### config.mk
export PLATFORM = sky130hd
export DESIGN_NAME = lcd_char_writer
export DESIGN_NICKNAME = d
export VERILOG_FILES = /design/src/rtl/lcd_char_writer_pkg.sv /design/src/rtl/lcd_byte_sender.sv /design/src/rtl/lcd_char_writer.sv
export SDC_FILE = /design/constraint.sdc
export NUM_CORES = 1
export LEC_CHECK = 0
export CORE_ASPECT_RATIO = 0.7
export CORE_MARGIN = 3
export CORE_UTILIZATION = 25
export CTS_BUF_LIST = sky130_fd_sc_hd__clkbuf_4 sky130_fd_sc_hd__clkbuf_8 sky130_fd_sc_hd__clkbuf_16
export CTS_CLUSTER_DIAMETER = 80
export CTS_CLUSTER_SIZE = 10
export DETAILED_ROUTE_END_ITERATION = 7
export GPL_TIMING_DRIVEN = 0
export SKIP_CTS_REPAIR_TIMING = 1
export SYNTH_ARGS = -nofsm -noshare
export SYNTH_HDL_FRONTEND = slang
export SYNTH_SLANG_ARGS = --single-unit
### constraint.sdc
create_clock -name CLOCK_27 -period 3.2 [get_ports CLOCK_27]
set_input_delay 0.48 -clock CLOCK_27 [delete_from_list [all_inputs] [get_ports CLOCK_27]]
set_output_delay 0.48 -clock CLOCK_27 [all_outputs]
set_load 0.01 [all_outputs]
### src/rtl/lcd_char_writer_pkg.sv
// Shared definitions for the HD44780 write-side controller: command bytes,
// state encodings and the power-up init ROM.
package lcd_char_writer_pkg;

  localparam logic [7:0] CMD_FUNCSET_8B2L = 8'h38;
  localparam logic [7:0] CMD_DISP_ON      = 8'h0C;
  localparam logic [7:0] CMD_CLEAR        = 8'h01;
  localparam logic [7:0] CMD_HOME         = 8'h02;
  localparam logic [7:0] CMD_ENTRY_INC    = 8'h06;
  localparam logic [7:0] CMD_SET_DDRAM    = 8'h80;

  localparam int INIT_LEN = 6;

  typedef enum logic [2:0] {
    ST_PWRUP,
    ST_INIT,
    ST_IDLE,
    ST_LOAD,
    ST_SEND,
    ST_NEXT
  } top_state_e;

  typedef enum logic [1:0] {
    BS_IDLE,
    BS_SETUP,
    BS_PULSE,
    BS_HOLD
  } sender_state_e;

  function automatic logic [7:0] init_byte(input logic [2:0] idx);
    case (idx)
      3'd0, 3'd1, 3'd2: init_byte = CMD_FUNCSET_8B2L;
      3'd3:             init_byte = CMD_DISP_ON;
      3'd4:             init_byte = CMD_CLEAR;
      default:          init_byte = CMD_ENTRY_INC;
    endcase
  endfunction

  // Character slot 0 is the most significant byte, i.e. the first one on the bus.
  function automatic logic [7:0] char_at(input logic [31:0] word, input logic [1:0] slot);
    case (slot)
      2'd0:    char_at = word[31:24];
      2'd1:    char_at = word[23:16];
      2'd2:    char_at = word[15:8];
      default: char_at = word[7:0];
    endcase
  endfunction

  function automatic logic needs_long_wait(input logic rs, input logic [7:0] b);
    return !rs && (b == CMD_CLEAR || b == CMD_HOME);
  endfunction

endpackage

### src/rtl/lcd_byte_sender.sv
// Drives one byte onto the LCD bus: a setup clock, an EN pulse, then a hold
// period with EN low whose length depends on whether the byte is clear/home.
module lcd_byte_sender
  import lcd_char_writer_pkg::*;
#(
  parameter int EN_PULSE_CYC = 14,
  parameter int CMD_WAIT_CYC = 1080,
  parameter int CLR_WAIT_CYC = 44280,
  parameter int CNT_W        = 19
) (
  input  logic       CLOCK_27,
  input  logic       rst,
  input  logic       start,
  input  logic [7:0] tx_byte,
  input  logic       rs,
  input  logic       long_wait,
  output logic       busy,
  output logic       lcd_en,
  output logic       lcd_rs,
  output logic [7:0] lcd_data
);

  localparam logic [CNT_W-1:0] PULSE_LAST = CNT_W'(EN_PULSE_CYC - 1);
  localparam logic [CNT_W-1:0] CMD_LAST   = CNT_W'(CMD_WAIT_CYC - 1);
  localparam logic [CNT_W-1:0] CLR_LAST   = CNT_W'(CLR_WAIT_CYC - 1);

  sender_state_e    state_q, state_d;
  logic [CNT_W-1:0] cnt_q, cnt_d;
  logic             en_q, en_d;
  logic             rs_q, rs_d;
  logic [7:0]       data_q, data_d;
  logic             long_q, long_d;
  logic [CNT_W-1:0] wait_last;

  assign wait_last = long_q ? CLR_LAST : CMD_LAST;

  always_comb begin
    // NOTE: every _d takes its held value first, so no branch can infer a latch.
    state_d = state_q;
    cnt_d   = cnt_q;
    en_d    = en_q;
    rs_d    = rs_q;
    data_d  = data_q;
    long_d  = long_q;
    case (state_q)
      BS_IDLE: begin
        if (start) begin
          data_d  = tx_byte;
          rs_d    = rs;
          long_d  = long_wait;
          state_d = BS_SETUP;
        end
      end
      BS_SETUP: begin
        en_d    = 1'b1;
        cnt_d   = '0;
        state_d = BS_PULSE;
      end
      BS_PULSE: begin
        if (cnt_q == PULSE_LAST) begin
          en_d    = 1'b0;
          cnt_d   = '0;
          state_d = BS_HOLD;
        end else begin
          cnt_d = cnt_q + CNT_W'(1);
        end
      end
      BS_HOLD: begin
        if (cnt_q == wait_last) begin
          cnt_d   = '0;
          state_d = BS_IDLE;
        end else begin
          cnt_d = cnt_q + CNT_W'(1);
        end
      end
      default: state_d = BS_IDLE;
    endcase
  end

  // NOTE: state is updated with non-blocking assignments only; the async
  // reset drops EN and clears the bus the instant rst rises.
  always_ff @(posedge CLOCK_27 or posedge rst) begin
    if (rst) begin
      state_q <= BS_IDLE;
      cnt_q   <= '0;
      en_q    <= 1'b0;
      rs_q    <= 1'b0;
      data_q  <= 8'h00;
      long_q  <= 1'b0;
    end else begin
      state_q <= state_d;
      cnt_q   <= cnt_d;
      en_q    <= en_d;
      rs_q    <= rs_d;
      data_q  <= data_d;
      long_q  <= long_d;
    end
  end

  assign busy     = (state_q != BS_IDLE);
  assign lcd_en   = en_q;
  assign lcd_rs   = rs_q;
  assign lcd_data = data_q;

endmodule

### src/rtl/lcd_char_writer.sv
// HD44780 write controller for the DE2 16x2 LCD: power-up wait, init sequence,
// then one request (4 packed chars or one command) per enableWriting handshake.
module lcd_char_writer
  import lcd_char_writer_pkg::*;
#(
  parameter int EN_PULSE_CYC   = 14,
  parameter int CMD_WAIT_CYC   = 1080,
  parameter int CLR_WAIT_CYC   = 44280,
  parameter int PWRUP_WAIT_CYC = 405000
) (
  input  logic        CLOCK_27,
  input  logic        rst,
  input  logic [31:0] data,
  input  logic        selectCD,
  input  logic        enableWriting,
  output logic        LCD_Available,
  inout  wire  [7:0]  LCD_DATA,
  output logic        LCD_RW,
  output logic        LCD_RS,
  output logic        LCD_EN,
  output logic        LCD_ON,
  output logic        LCD_BLON
);

  localparam int               CNT_W      = $clog2(PWRUP_WAIT_CYC + 1);
  localparam logic [CNT_W-1:0] PWRUP_LAST = CNT_W'(PWRUP_WAIT_CYC - 1);
  localparam logic [2:0]       INIT_LAST  = 3'(INIT_LEN - 1);
  localparam logic [2:0]       SLOT_LAST  = 3'd3;

  top_state_e       state_q, state_d;
  logic [CNT_W-1:0] pwr_cnt_q, pwr_cnt_d;
  logic [2:0]       idx_q, idx_d;
  logic [31:0]      req_data_q, req_data_d;
  logic             req_cd_q, req_cd_d;
  logic             avail_q, avail_d;
  logic             init_q, init_d;

  logic       found;
  logic [2:0] found_idx;
  logic       start;
  logic [7:0] send_byte;
  logic       send_rs;
  logic       busy;
  logic [7:0] bus_data;

  // Next slot to send: commands always go out; characters skip 8'h00.
  always_comb begin
    found     = 1'b0;
    found_idx = idx_q;
    if (!req_cd_q) begin
      found = 1'b1;
    end else begin
      for (int i = 0; i < 4; i++) begin
        if (!found && i >= int'(idx_q) && char_at(req_data_q, 2'(i)) != 8'h00) begin
          found     = 1'b1;
          found_idx = 3'(i);
        end
      end
    end
  end

  assign send_byte = (state_q == ST_INIT) ? init_byte(idx_q) : char_at(req_data_q, found_idx[1:0]);
  assign send_rs   = (state_q == ST_INIT) ? 1'b0 : req_cd_q;
  assign start     = (state_q == ST_INIT) || (state_q == ST_LOAD && found);

  always_comb begin
    state_d    = state_q;
    pwr_cnt_d  = pwr_cnt_q;
    idx_d      = idx_q;
    req_data_d = req_data_q;
    req_cd_d   = req_cd_q;
    avail_d    = avail_q;
    init_d     = init_q;
    case (state_q)
      ST_PWRUP: begin
        if (pwr_cnt_q == PWRUP_LAST) begin
          idx_d   = 3'd0;
          state_d = ST_INIT;
        end else begin
          pwr_cnt_d = pwr_cnt_q + CNT_W'(1);
        end
      end
      ST_INIT: state_d = ST_SEND;
      ST_IDLE: begin
        if (enableWriting) begin
          req_data_d = data;
          req_cd_d   = selectCD;
          // A command is the last slot, so it finishes after one byte.
          idx_d      = selectCD ? 3'd0 : SLOT_LAST;
          avail_d    = 1'b0;
          state_d    = ST_LOAD;
        end
      end
      ST_LOAD: begin
        if (found) begin
          idx_d   = found_idx;
          state_d = ST_SEND;
        end else begin
          idx_d   = SLOT_LAST;
          state_d = ST_NEXT;
        end
      end
      ST_SEND: begin
        if (!busy) state_d = ST_NEXT;
      end
      ST_NEXT: begin
        if (init_q) begin
          if (idx_q == INIT_LAST) begin
            init_d  = 1'b0;
            avail_d = 1'b1;
            state_d = ST_IDLE;
          end else begin
            idx_d   = idx_q + 3'd1;
            state_d = ST_INIT;
          end
        end else if (idx_q == SLOT_LAST) begin
          avail_d = 1'b1;
          state_d = ST_IDLE;
        end else begin
          idx_d   = idx_q + 3'd1;
          state_d = ST_LOAD;
        end
      end
      default: state_d = ST_PWRUP;
    endcase
  end

  always_ff @(posedge CLOCK_27 or posedge rst) begin
    if (rst) begin
      state_q    <= ST_PWRUP;
      pwr_cnt_q  <= '0;
      idx_q      <= 3'd0;
      req_data_q <= 32'h0;
      req_cd_q   <= 1'b0;
      avail_q    <= 1'b0;
      init_q     <= 1'b1;
    end else begin
      state_q    <= state_d;
      pwr_cnt_q  <= pwr_cnt_d;
      idx_q      <= idx_d;
      req_data_q <= req_data_d;
      req_cd_q   <= req_cd_d;
      avail_q    <= avail_d;
      init_q     <= init_d;
    end
  end

  lcd_byte_sender #(
    .EN_PULSE_CYC (EN_PULSE_CYC),
    .CMD_WAIT_CYC (CMD_WAIT_CYC),
    .CLR_WAIT_CYC (CLR_WAIT_CYC),
    .CNT_W        (CNT_W)
  ) u_sender (
    .CLOCK_27  (CLOCK_27),
    .rst       (rst),
    .start     (start),
    .tx_byte   (send_byte),
    .rs        (send_rs),
    .long_wait (needs_long_wait(send_rs, send_byte)),
    .busy      (busy),
    .lcd_en    (LCD_EN),
    .lcd_rs    (LCD_RS),
    .lcd_data  (bus_data)
  );

  assign LCD_DATA      = bus_data;
  assign LCD_Available = avail_q;
  assign LCD_RW        = 1'b0;
  assign LCD_ON        = 1'b1;
  assign LCD_BLON      = 1'b1;

endmodule

# --- Yosys cells after proc, flatten, opt, wreduce, memory -nomap -nowiden ---
# Cells that the tools add are included.
totals:
  ff_bits: 92
  elab_cells: 146
op_classes:
  add_sub_neg: 3
  magnitude_cmp: 4
  eq_ne: 32
  mux: 54
  bitwise: 1
  reduce_logical: 38
ops:
  columns: ["cell", "count"]
  rows:
  - ["one-hot mux 19 bit (3 select lines)", 1]
  - ["two-way mux 3 bit", 15]
  - ["two-way mux 8 bit", 5]
  - ["adder 19 x 1 -> 19 bit, second input constant", 2]
  - ["two-way mux 19 bit", 2]
  - ["nonzero test 8 bit", 4]
  - ["one-hot mux 8 bit (3 select lines)", 1]
  - ["equality test 19 bit", 1]
  - ["equality test 19 bit, second input constant", 1]
  - ["equality test 19 x 4 -> 1 bit, second input constant", 1]
  - ["two-way mux 1 bit", 18]
  - ["one-hot mux 3 bit (6 select lines)", 1]
  - ["one-hot mux 6 bit (3 select lines)", 1]
  - ["two-way mux 16 bit", 1]
  - ["!= test 3 bit, second input constant", 5]
  - ["equality test 3 x 2 -> 1 bit, second input constant", 4]
  - ["equality test 3 bit, second input constant", 4]
  - ["one-hot mux 3 bit (4 select lines)", 1]
  - ["two-way mux 2 bit", 5]
  - ["logical AND 1 bit", 9]
  - ["equality test 8 x 1 -> 1 bit, second input constant", 1]
  - ["equality test 8 x 2 -> 1 bit, second input constant", 1]
  - ["!= test 2 bit, second input constant", 4]
  - ["one-hot mux 2 bit (4 select lines)", 1]
  - ["other kinds (23)", 43]

# --- Depth between registers and ports, before layout ---
# Gate-level depths: netlist of run 1.
logic_depth:
  depth_word: 26
  depth_mapped: 11

# --- Cells and area by module ---
# From an unflattened synthesis of run 1, not the netlist that was laid out.
unflattened:
  cells_unflattened: 479
  area_unflattened_um2: 5057.4
modules_own_cells:
  columns: ["mod", "instances", "cells_each", "area_each_um2", "seq_area_each_um2"]
  rows:
  - ["lcd_char_writer", 1, 302, 3265.6, 1502.7]
  - ["lcd_byte_sender", 1, 177, 1791.7, 800.8]

# --- Least setup slack after synthesis of run 1 ---
# OpenSTA, ideal clock, no wires.
synth_timing:
  kind: "register -> register"
  startpoint: "register req_data_q[4]"
  endpoint: "register u_sender.long_q"
  setup_ns: 0.095
  arrival_ns: 2.554
  required_time_ns: 3.105
  setup_slack_ns: 0.551
  path_stages_with_launch: 9
  path_buffers: 0
  synth_period_minus_slack_ns: 2.649
  path_cell_list: "dfrtp_1 or4_1 or2_1 a32oi_2 o22a_4 mux2_1 a211o_1 xnor2_1 o31ai_1"
synth_between:
  elab_chain_len: 11
synth_rtl:
  columns: ["element", "line", "rtl"]
  rows:
  - ["from (decl)", "lcd_char_writer.sv:33", "logic [31:0] req_data_q, req_data_d;"]
  - ["from (signal assigned)", "lcd_char_writer.sv:141", "req_data_q <= req_data_d;"]
  - ["two-way mux 8 bit", "lcd_char_writer.sv:50", "if (!req_cd_q) begin"]
  - ["nonzero test 8 bit", "lcd_char_writer.sv:54", "if (!found && i >= int'(idx_q) && char_at(req_data_q, 2'(i)) != 8'h00) begin"]
  - ["logical AND 1 bit", "lcd_char_writer.sv:54", null]
  - ["two-way mux 3 bit", "lcd_char_writer.sv:54", null]
  - ["two-way mux 3 bit", "lcd_char_writer.sv:50", null]
  - ["equality test 2 bit, or another cell as far along", "lcd_char_writer_pkg.sv:41", "case (slot)"]
  - ["one-hot mux 8 bit (3 select lines)", "lcd_char_writer_pkg.sv:41", null]
  - ["two-way mux 8 bit", "lcd_char_writer.sv:62", "assign send_byte = (state_q == ST_INIT) ? init_byte(idx_q) : char_at(req_data_q, found_idx[1:0]);"]
  - ["equality test 8 x 1 -> 1 bit / equality test 8 x 2 -> 1 bit (equally long branches)", "lcd_char_writer_pkg.sv:50", "return !rs && (b == CMD_CLEAR || b == CMD_HOME);"]
  - ["logical OR 1 bit", "lcd_char_writer_pkg.sv:50", null]
  - ["logical AND 1 bit", "lcd_char_writer_pkg.sv:50", null]
  - ["to (signal assigned)", "lcd_byte_sender.sv:96", "long_q <= long_d;"]
  - ["to (decl)", "lcd_byte_sender.sv:32", "logic long_q, long_d;"]
# Parallel ways exist; a longest one is shown, timed or not. The select of a mux whose other input is x is not followed.
# A chain may end at the register's enable or synchronous reset.

# --- Worst setup path in the final report of run 1 ---
layout_timing:
  startpoint: "register idx_q[1]"
  endpoint: "register u_sender.long_q"
layout_between:
  elab_chain_len: 25
layout_rtl:
  columns: ["element", "line", "rtl"]
  rows:
  - ["from (decl)", "lcd_char_writer.sv:32", "logic [2:0] idx_q, idx_d;"]
  - ["from (signal assigned)", "lcd_char_writer.sv:140", "idx_q <= idx_d;"]
  - [">= comparator 1 x 3 -> 1 bit", "lcd_char_writer.sv:54", null]
  - ["logical AND 1 bit", "lcd_char_writer.sv:54", null]
  - ["two-way mux 1 bit", "lcd_char_writer.sv:54", null]
  - ["two-way mux 1 bit", "lcd_char_writer.sv:50", null]
  - ["logical NOT 1 bit", "lcd_char_writer.sv:54", null]
  - ["logical AND 1 bit (2 in series)", "lcd_char_writer.sv:54", null]
  - ["two-way mux 1 bit", "lcd_char_writer.sv:54", null]
  - ["two-way mux 1 bit", "lcd_char_writer.sv:50", null]
  - ["[... 8 more ...]", null, null]
  - ["two-way mux 3 bit", "lcd_char_writer.sv:54", null]
  - ["two-way mux 3 bit", "lcd_char_writer.sv:50", null]
  - ["equality test 2 bit, or another cell as far along", "lcd_char_writer_pkg.sv:41", null]
  - ["one-hot mux 8 bit (3 select lines)", "lcd_char_writer_pkg.sv:41", null]
  - ["two-way mux 8 bit", "lcd_char_writer.sv:62", null]
  - ["equality test 8 x 1 -> 1 bit / equality test 8 x 2 -> 1 bit (equally long branches)", "lcd_char_writer_pkg.sv:50", null]
  - ["logical OR 1 bit", "lcd_char_writer_pkg.sv:50", null]
  - ["logical AND 1 bit", "lcd_char_writer_pkg.sv:50", null]
# Parallel ways exist; a longest one is shown, timed or not. The select of a mux whose other input is x is not followed.

==> results of run 1 <==
placed cells by master, fill, tap and decap left out, types with 3 or more instances in the layout:
cell,n
a211oi_1,5
a21oi_1,7
a31oi_1,5
and3_1,9
buf_4,4
clkbuf_1,14
clkbuf_16,9
clkdlybuf4s50_1,38
clkinv_4,3
conb_1,3
dfrtp_1,90
ha_1,11
inv_1,15
mux2_2,35
mux2i_1,12
nand2_1,46
nand3_1,17
nand4_1,13
nor2_1,40
nor3_1,11
nor3b_1,5
nor4_1,5
o21ai_0,19
o21ai_1,17
o22ai_1,4
o31ai_1,4
or3_1,4
or4_1,5
or4_4,3
xnor2_1,18
xor2_1,5
cell families (layout without fill, tap and decap cells):
group           Yosys count  in the layout  share of synthesized area, %
fa+ha+maj                11             11                          2.81
other cells               2              3                         0.153
buf+inv                  38             93                          3.58
flops                    92             92                          47.1
compound gates           91             91                          13.0
mux                      50             50                          11.5
xor+xnor                 23             23                          4.12
simple gates            173            173                          17.8
cells in the mapped netlist, types with 3 or more instances:
cell type | instances | share of area (%)
dfrtp_1 | 91 | 47
nand2_1 | 46 | 3.5
nor2_1 | 40 | 3.1
mux2_2 | 35 | 8.1
o21ai_0 | 19 | 1.9
nand3_1 | 18 | 1.8
xnor2_1 | 18 | 3.2
o21ai_1 | 17 | 1.7
inv_1 | 16 | 1.2
clkbuf_1 | 14 | 1.1
nand4_1 | 13 | 1.7
mux2i_1 | 12 | 2.5
ha_1 | 11 | 2.8
nor3_1 | 11 | 1.1
and3_1 | 9 | 1.2
a21oi_1 | 7 | 0.72
nor4_1 | 6 | 0.77
a211oi_1 | 5 | 0.77
a31oi_1 | 5 | 0.64
nor3b_1 | 5 | 0.77
or4_1 | 5 | 0.77
xor2_1 | 5 | 0.89
buf_4 | 4 | 0.61
o22ai_1 | 4 | 0.51
o31ai_1 | 4 | 0.61
or3_1 | 4 | 0.51
or4_4 | 3 | 0.69
metal layers:
metal | part of all wire, % | wire length [microns]
met5 | 0 | 0
met4 | 0.84 | 98
met3 | 6.1 | 711
met2 | 40 | 4660
met1 | 53 | 6160
worst reg2reg max path, delay by kind of cell, from the launching register on:
kind / cells / cell delay [ns]
flip-flops: 1 / 0.50
AO/OA/AOI/OAI: 5 / 1.23
multiplexers: 2 / 0.34
AND/OR/NAND/NOR: 1 / 0.11
adder cells (fa/ha/maj): 1 / 0.27
buffers and inverters: 2 / 0.42
power by group:
group / internal (mW) / switching (mW)
logic: 0.0785 / 0.0598
registers: 1.19 / 0.0254
clock network: 0.583 / 0.459
total: 1.85 / 0.544
per-stage QoR:
stage               util, %  power (mW)
finish                 31.2        2.39
global route           31.2        2.49
CTS                    31.1        2.43
detailed placement     29.6        1.38
global placement       29.4        1.37
floorplan                 -        1.30
flip-flops by register name, summed over array words and instances, names as in the netlist:
signal            count
state_q               3
idx_q                 3
u_sender.lcd_en       1
init_q                1
LCD_Available         1
u_sender.long_q       1
req_data_q           32
u_sender.state_q      2
pwr_cnt_q            19
LCD_DATA              8
req_cd_q              1
u_sender.lcd_rs       1
u_sender.cnt_q       19
final cells by class:
| type | instances | share of cell area, % |
|---|---|---|
| inverter | 16 | 1.05 |
| clock buffer | 12 | 4.37 |
| buffer | 22 | 1.93 |
| sequential | 92 | 38.7 |
| clock inverter | 4 | 0.567 |
| timing repair buffer | 39 | 6.85 |
| multi-input combinational | 351 | 41.0 |
| tap | 264 | 5.55 |
worst paths after layout:
check	startpoint	endpoint	slack, ns
max	idx_q[1]	u_sender.long_q	0.25
min	LCD_DATA[7]	LCD_DATA[7]	0.25
max reg2reg	idx_q[1]	u_sender.long_q	0.25
min reg2reg	pwr_cnt_q[18]	pwr_cnt_q[18]	0.48
max in group asynchronous	rst	init_q	1.95
min in group asynchronous	rst	u_sender.cnt_q[0]	0.55
==> impl_metrics.json, run 1 <==
{
  "synth_flop_cell": "dfrtp_1",
  "clk_pin_slew_ns": 0.06,
  "max_freq_ghz": 0.339,
  "final_antenna_net_count": 0,
  "use_met2_pct": 15.9,
  "cp_top_family": "compound AO/OA/AOI/OAI gates",
  "grt-ovfl-total": 0,
  "critPathKind": "register to register",
  "cts_htree_levels": 3,
  "vias": 3748,
  "first_pass_iters": 5,
  "rsz0062_at_grt": "false",
  "die_h_microns": 123,
  "cts_tree": "done",
  "layout-drive-gt1-share_pct": 14.2,
  "avgSynthCellArea_sq_um": 10.2,
  "antenna_cells": 0,
  "period_minus_slack_ns": 2.95,
  "gp_congestion": 0.845,
  "slew_violations": 0,
  "multiInputGateArea_sq_um": 2440,
  "hold_depth": 2,
  "max_slew_margin_pct": 53.4,
  "cts_max_path_buffers": 2,
  "power_density_nw_per_um2": 402,
  "syn2layout_area_growth_pct": 21.6,
  "root_buffer": "clkbuf_16",
  "use_met3_pct": 3.35,
  "syn_area_sq_um": 4890,
  "synth_seq_area_share_pct": 47.1,
  "layoutNonFillerInstCount": 800,
  "num_rows": 42,
  "leakage_nw": 2.51,
  "die_x_microns": 173,
  "worstSkewPairLatency_ns": 0.34,
  "whs_ns": 0.247,
  "grt_start_max_net_pins": 50,
  "fin_area_sq_um": 5950,
  "layout.nets": 578,
  "routed_wl_microns": 11600,
  "crit_path_top_delay_cell": "dfrtp_1",
  "ir_drop_mv": 0.225,
  "ys_seq_elements": 92,
  "fin_ws_ns": 0.252,
  "tns_ns": 0,
  "portBuffers": 38,
  "cp_max_fo": 10,
  "drc_errors": 0,
  "dp_hpwl_microns": 8860,
  "ys_types": 65,
  "io_pins": 50,
  "hp-class": "input pin to register",
  "cts_buffers": 9,
  "synth_edf_count": 0,
  "cp_num_cells": 11,
  "ff_latch_area_sq_um": 2300,
  "period_share_pct": 92.1,
  "place_ws_ns": 0.140,
  "num-fill-cells": 1984,
  "status": "finished clean",
  "hold_viol": 0,
  "cp_data_arrival_time_ns": 3.19,
  "die-area_sq_um": 21300,
  "cts_sinks": 92,
  "dpl_cell_area_sq_um": 5640,
  "routed_via_density": 4.69,
  "crit_chain": "inv_1 > ha_1 > o21bai_1 > o211a_1 > a211oi_4 > buf_4 > mux2i_1 > mux2i_1 > a211oi_2 > nand4_1 > o31ai_1",
  "core_sq_um": 19100,
  "first_global_vias": 3646,
  "yosysWarningCount": 0,
  "antenna_found_initial": 0,
  "drt_iter0_drc": 288,
  "worst_pin_slew_ns": 0.693,
  "dp.cells": 784,
  "cp-start-kind": "register",
  "track_usage_pct": 11.3,
  "drv_cap": 0,
  "finalSetupViolCount": 0,
  "cp-end-kind": "register",
  "worst_path_largest_cell_delay_ns": 0.50,
  "path_buf_inv": 2,
  "skew_ns": 0.0105,
  "synthCells": 480,
  "ff2ff_path_depth": 11,
  "busiest_layer": "met1",
  "initial_core_util_pct": 25.7,
  "async_flop_share_pct": 100,
  "required_ns": 3.45,
  "grt_pass1_wl_microns": 19300,
  "grtUsageMet1_pct": 17.1,
  "cpMostUsedCell": "mux2i_1",
  "routedWlPerCell_microns": 14.5
}
No activity file was read; power rests on OpenSTA's default activity.
==> run 2, diff against run 1 <==
--- a/config.mk
+++ b/config.mk
@@ -5,6 +5,8 @@
 export SDC_FILE = /design/constraint.sdc
 export NUM_CORES = 1
 export LEC_CHECK = 0
+export CELL_PAD_IN_SITES_DETAIL_PLACEMENT = 1
+export CELL_PAD_IN_SITES_GLOBAL_PLACEMENT = 2
 export CORE_ASPECT_RATIO = 0.7
 export CORE_MARGIN = 3
 export CORE_UTILIZATION = 25
@@ -13,6 +15,8 @@
 export CTS_CLUSTER_SIZE = 10
 export DETAILED_ROUTE_END_ITERATION = 7
 export GPL_TIMING_DRIVEN = 0
+export MAX_ROUTING_LAYER = met4
+export PLACE_DENSITY_LB_ADDON = 0.1
 export SKIP_CTS_REPAIR_TIMING = 1
 export SYNTH_ARGS = -nofsm -noshare
 export SYNTH_HDL_FRONTEND = slang
==> impl_metrics.json, run 2 (synthesized netlist as in run 1, its figures left out) <==
{
  "status": "finished clean",
  "period_minus_slack_ns": 3.09,
  "die-area_sq_um": 21300,
  "initial_core_util_pct": 25.7,
  "rr_startpoint": "req_data_q[1]",
  "grt-ovfl-total": 0,
  "cts_sinks": 92,
  "max_freq_ghz": 0.324,
  "drc_errors": 0,
  "drv_cap": 0,
  "die_x_microns": 173,
  "cp_max_fo": 4,
  "routed_via_density": 4.76,
  "cts_max_path_buffers": 2,
  "cts_tree": "done",
  "first_global_vias": 4025,
  "cts_buffers": 9,
  "core_sq_um": 19100,
  "clk_pin_slew_ns": 0.07,
  "finalCoreUtilization_pct": 31.5,
  "first_pass_iters": 4,
  "root_buffer": "clkbuf_16",
  "layout.nets": 581,
  "portBuffers": 38,
  "routedWlPerCell_microns": 18.1,
  "period_share_pct": 96.5,
  "mostFrequentLayoutCell": "dfrtp_1",
  "ff2ff_setup_slack_ns": 0.11,
  "layout-drive-gt1-share_pct": 15.6,
  "dp_hpwl_microns": 10900,
  "dp.cells": 784,
  "syn2layout_area_growth_pct": 22.7,
  "largest_reg_flops": 32,
  "crit_start": "req_data_q[1]",
  "final_cell_mix": "dfrtp_1 (89), nand2_1 (46), nor2_1 (40)",
  "critPathKind": "register to register",
  "finalSetupViolCount": 0,
  "fin_area_sq_um": 6010,
  "worst_pin_slew_ns": 0.746,
  "worstHoldStart": "LCD_DATA[6]",
  "reg.largest.list": "req_data_q x32, pwr_cnt_q x19, u_sender.cnt_q x19",
  "skew_ns": 0.00739,
  "hold_viol": 0,
  "leakage_nw": 2.53,
  "finalPower_mw": 2.50,
  "dpl_cell_area_sq_um": 5630,
  "cp-end-kind": "register",
  "grt_pass1_wl_microns": 23600,
  "track_usage_pct": 14.8,
  "ir_drop_mv": 0.264,
  "gp_congestion": 0.836,
  "cp-start-kind": "register",
  "grt_start_max_net_pins": 57,
  "drt_iter0_drc": 169,
  "layoutNonFillerInstCount": 804,
  "worstSkewPairLatency_ns": 0.35,
  "ff2ff_path_depth": 8,
  "antenna_found_initial": 0,
  "registers.top_by_ff_count": "req_data_q",
  "max_slew_margin_pct": 50.2,
  "worstSetupEndpoint": "u_sender.long_q",
  "final_antenna_net_count": 0,
  "tns_ns": 0,
  "vias": 3828,
  "num_rows": 42,
  "worstReg2RegEnd": "u_sender.long_q",
  "cts_htree_levels": 3,
  "cp_data_arrival_time_ns": 3.34,
  "required_ns": 3.45,
  "die_h_microns": 123,
  "io_pins": 50,
  "power_density_nw_per_um2": 416,
  "routed_wl_microns": 14600,
  "hp-class": "input pin to register",
  "slew_violations": 0
}
run 2: cell types whose count changed in the layout (fill, tap and decap cells not counted), moves of 2 or more:
cell	change
buf_4	+3
clkbuf_1	-2
inv_6	+2
clkinv_4	-2
run 2: layout make-up:
cell class / count / area, sq um
clock inverter: 6 / 71.3
multi-input combinational: 351 / 2450
sequential: 92 / 2310
buffer: 21 / 116
clock buffer: 10 / 239
antenna: 1 / 2.50
inverter: 16 / 62.6
fill: 2156 / 13100
timing repair buffer: 43 / 430
tap: 264 / 330
run 2: metal layers:
metal	wire [microns]	vias up	global-route usage, %
li1	-	1840	-
met1	8320	1910	23.1
met2	5460	67	18.8
met3	639	11	3.07
met4	150	0	4.20
met5	0	-	-
run 2: worst min path at each step:
stage / to / cells after the start
2_1_floorplan: pwr_cnt_q[18] / 1
3_3_place_gp: u_sender.lcd_rs / 2
3_5_place_dp: pwr_cnt_q[18] / 1
4_1_cts: LCD_DATA[7] / 2
5_1_grt: LCD_DATA[6] / 2
6_report: LCD_DATA[6] / 2
run 2: metrics by stage:
stage	hold WS [ns]	setup WS, ns
4_1_cts	0.215	-0.204
3_5_place_dp	0.465	-0.167
2_1_floorplan	0.438	0.330
5_1_grt	0.217	-0.0110
3_3_place_gp	0.453	-1.51
6_report	0.232	0.113
run 2: critical path, stage by stage, from the launching register on:
cell,delay (ns)
dfrtp_1,0.43
or4_1,0.62
or2_1,0.28
a32oi_2,0.30
o22a_4,0.24
mux2_1,0.34
a211o_1,0.35
xnor2_1,0.14
o31ai_1,0.27
run 2: report_power, final:
group	internal, mW	leakage [nW]	switching [mW]
combinational	0.0777	1.19	0.0635
clock	0.635	0.146	0.505
sequential	1.19	1.20	0.0293
total	1.90	2.53	0.598
==> run 3, diff against run 2 <==
==> constraint.sdc (replaced) <==
create_clock -name CLOCK_27 -period 2.5 [get_ports CLOCK_27]
set_input_delay 0.375 -clock CLOCK_27 [delete_from_list [all_inputs] [get_ports CLOCK_27]]
set_output_delay 0.375 -clock CLOCK_27 [all_outputs]
set_load 0.01 [all_outputs]
==> impl_metrics.json, run 3 (synthesized netlist as in run 1, its figures left out) <==
{
  "mostFrequentLayoutCell": "dfrtp_1",
  "initial_core_util_pct": 25.7,
  "cp-start-kind": "register",
  "cp_max_fo": 4,
  "cts_sinks": 92,
  "dp_hpwl_microns": 11100,
  "max_freq_ghz": 0.339,
  "layout-drive-gt1-share_pct": 26.5,
  "max_slew_margin_pct": 55.8,
  "layout.nets": 609,
  "hold_viol": 0,
  "drc_errors": 0,
  "grtUsageMet1_pct": 22.6,
  "ir_drop_mv": 0.244,
  "cts_htree_levels": 3,
  "routedWlPerCell_microns": 17.7,
  "dp.cells": 786,
  "period_minus_slack_ns": 2.95,
  "core_sq_um": 19100,
  "drv_cap": 0,
  "first_pass_iters": 4,
  "final_antenna_net_count": 0,
  "rsz0062_at_grt": "true",
  "routed_wl_microns": 14700,
  "worstSkewPairLatency_ns": 0.34,
  "antenna_found_initial": 0,
  "use_met2_pct": 18.7,
  "num_rows": 42,
  "power_density_nw_per_um2": 482,
  "drt_iter0_drc": 205,
  "grt_pass1_wl_microns": 23300,
  "cts_max_path_buffers": 2,
  "cp_data_arrival_time_ns": 3.18,
  "use_met3_pct": 3.53,
  "die-area_sq_um": 21300,
  "violations": "negative setup slack",
  "num-fill-cells": 2144,
  "track_usage_pct": 14.5,
  "finalPower_mw": 3.12,
  "fin_ws_ns": -0.447,
  "clk_pin_slew_ns": 0.07,
  "cts_tree": "done",
  "registers.top_by_ff_count": "req_data_q",
  "grt_start_max_net_pins": 26,
  "first_global_vias": 4095,
  "worst_pin_slew_ns": 0.663,
  "routed_via_density": 4.78,
  "leakage_nw": 2.73,
  "die_h_microns": 123,
  "cp-end-kind": "register",
  "finalSetupViolCount": 10,
  "grt-ovfl-total": 0,
  "root_buffer": "clkbuf_16",
  "vias": 3971,
  "skew_ns": 0.00639,
  "required_ns": 2.73,
  "critPathKind": "register to register",
  "slew_violations": 0,
  "whs_ns": 0.132,
  "hp-class": "input pin to register",
  "final_cell_mix": "dfrtp_1 (86), nand2_1 (45), nor2_1 (40)",
  "portBuffers": 38,
  "cts_buffers": 9,
  "gp_congestion": 0.788,
  "io_pins": 50,
  "reg.largest.list": "req_data_q x32, pwr_cnt_q x19, u_sender.cnt_q x19",
  "layoutNonFillerInstCount": 831,
  "syn2layout_area_growth_pct": 31.9,
  "status": "finished, violations left",
  "largest_reg_flops": 32,
  "die_x_microns": 173,
  "antenna_cells": 0,
  "period_share_pct": 118,
  "busiest_layer": "met1"
}
[run 3: final cells by class]
cell class | count | area (sq um) | area share [%]
well taps | 264 | 330 | 5.12
inverters | 16 | 63.8 | 0.988
flip-flops and latches | 92 | 2310 | 35.8
multi-input cells | 351 | 2660 | 41.2
clock inverters | 5 | 36.3 | 0.562
plain buffers | 20 | 128 | 1.98
clock buffers | 11 | 253 | 3.91
repair buffers | 72 | 677 | 10.5
[run 3: final timing paths]
| kind | from | cells after the start | end | slack [ns] |
|---|---|---|---|---|
| worst max register to register | req_data_q[5] | 8 | LCD_DATA[0] | -0.45 |
| worst min register to register | init_q | 1 | init_q | 0.48 |
| max in group asynchronous | rst | 4 | init_q | 1.29 |
| worst min-delay path | LCD_DATA[7] | 2 | LCD_DATA[7] | 0.13 |
| worst max-delay path | req_data_q[5] | 8 | LCD_DATA[0] | -0.45 |
| min in group asynchronous | rst | 2 | LCD_DATA[6] | 0.42 |
[run 3: critical path, cell delays in order, from the launching register on]
cell and delay (ns):
dfrtp_1 0.41, or4_4 0.55, or2_4 0.29, a32oi_4 0.27
o22a_4 0.25, mux2_4 0.31, a211o_1 0.34, buf_4 0.15
mux2_2 0.25
[run 3: metrics by stage]
step	setup slack, ns	area [sq um]	util [%]	setup TNS (ns)
2_1_floorplan	-0.0314	4920	-	-0.0470
3_3_place_gp	-0.680	5630	29.5	-32.14
3_5_place_dp	-0.690	5690	29.8	-22.23
4_1_cts	-0.738	5980	31.3	-22.64
5_1_grt	-0.551	6460	33.9	-3.41
6_report	-0.447	6460	33.9	-2.25
[run 3: per-layer routing]
| layer | up-vias | routed length [microns] |
|---|---|---|
| li1 | 1891 | - |
| met1 | 2001 | 8380 |
| met2 | 69 | 5560 |
| met4 | 0 | 141 |
| met3 | 10 | 660 |
| met5 | - | 0 |
[run 3: where the power goes]
part	total [mW]	switching, mW	internal [mW]
logic	0.216	0.0952	0.121
clock network	1.34	0.614	0.729
registers	1.56	0.0338	1.52
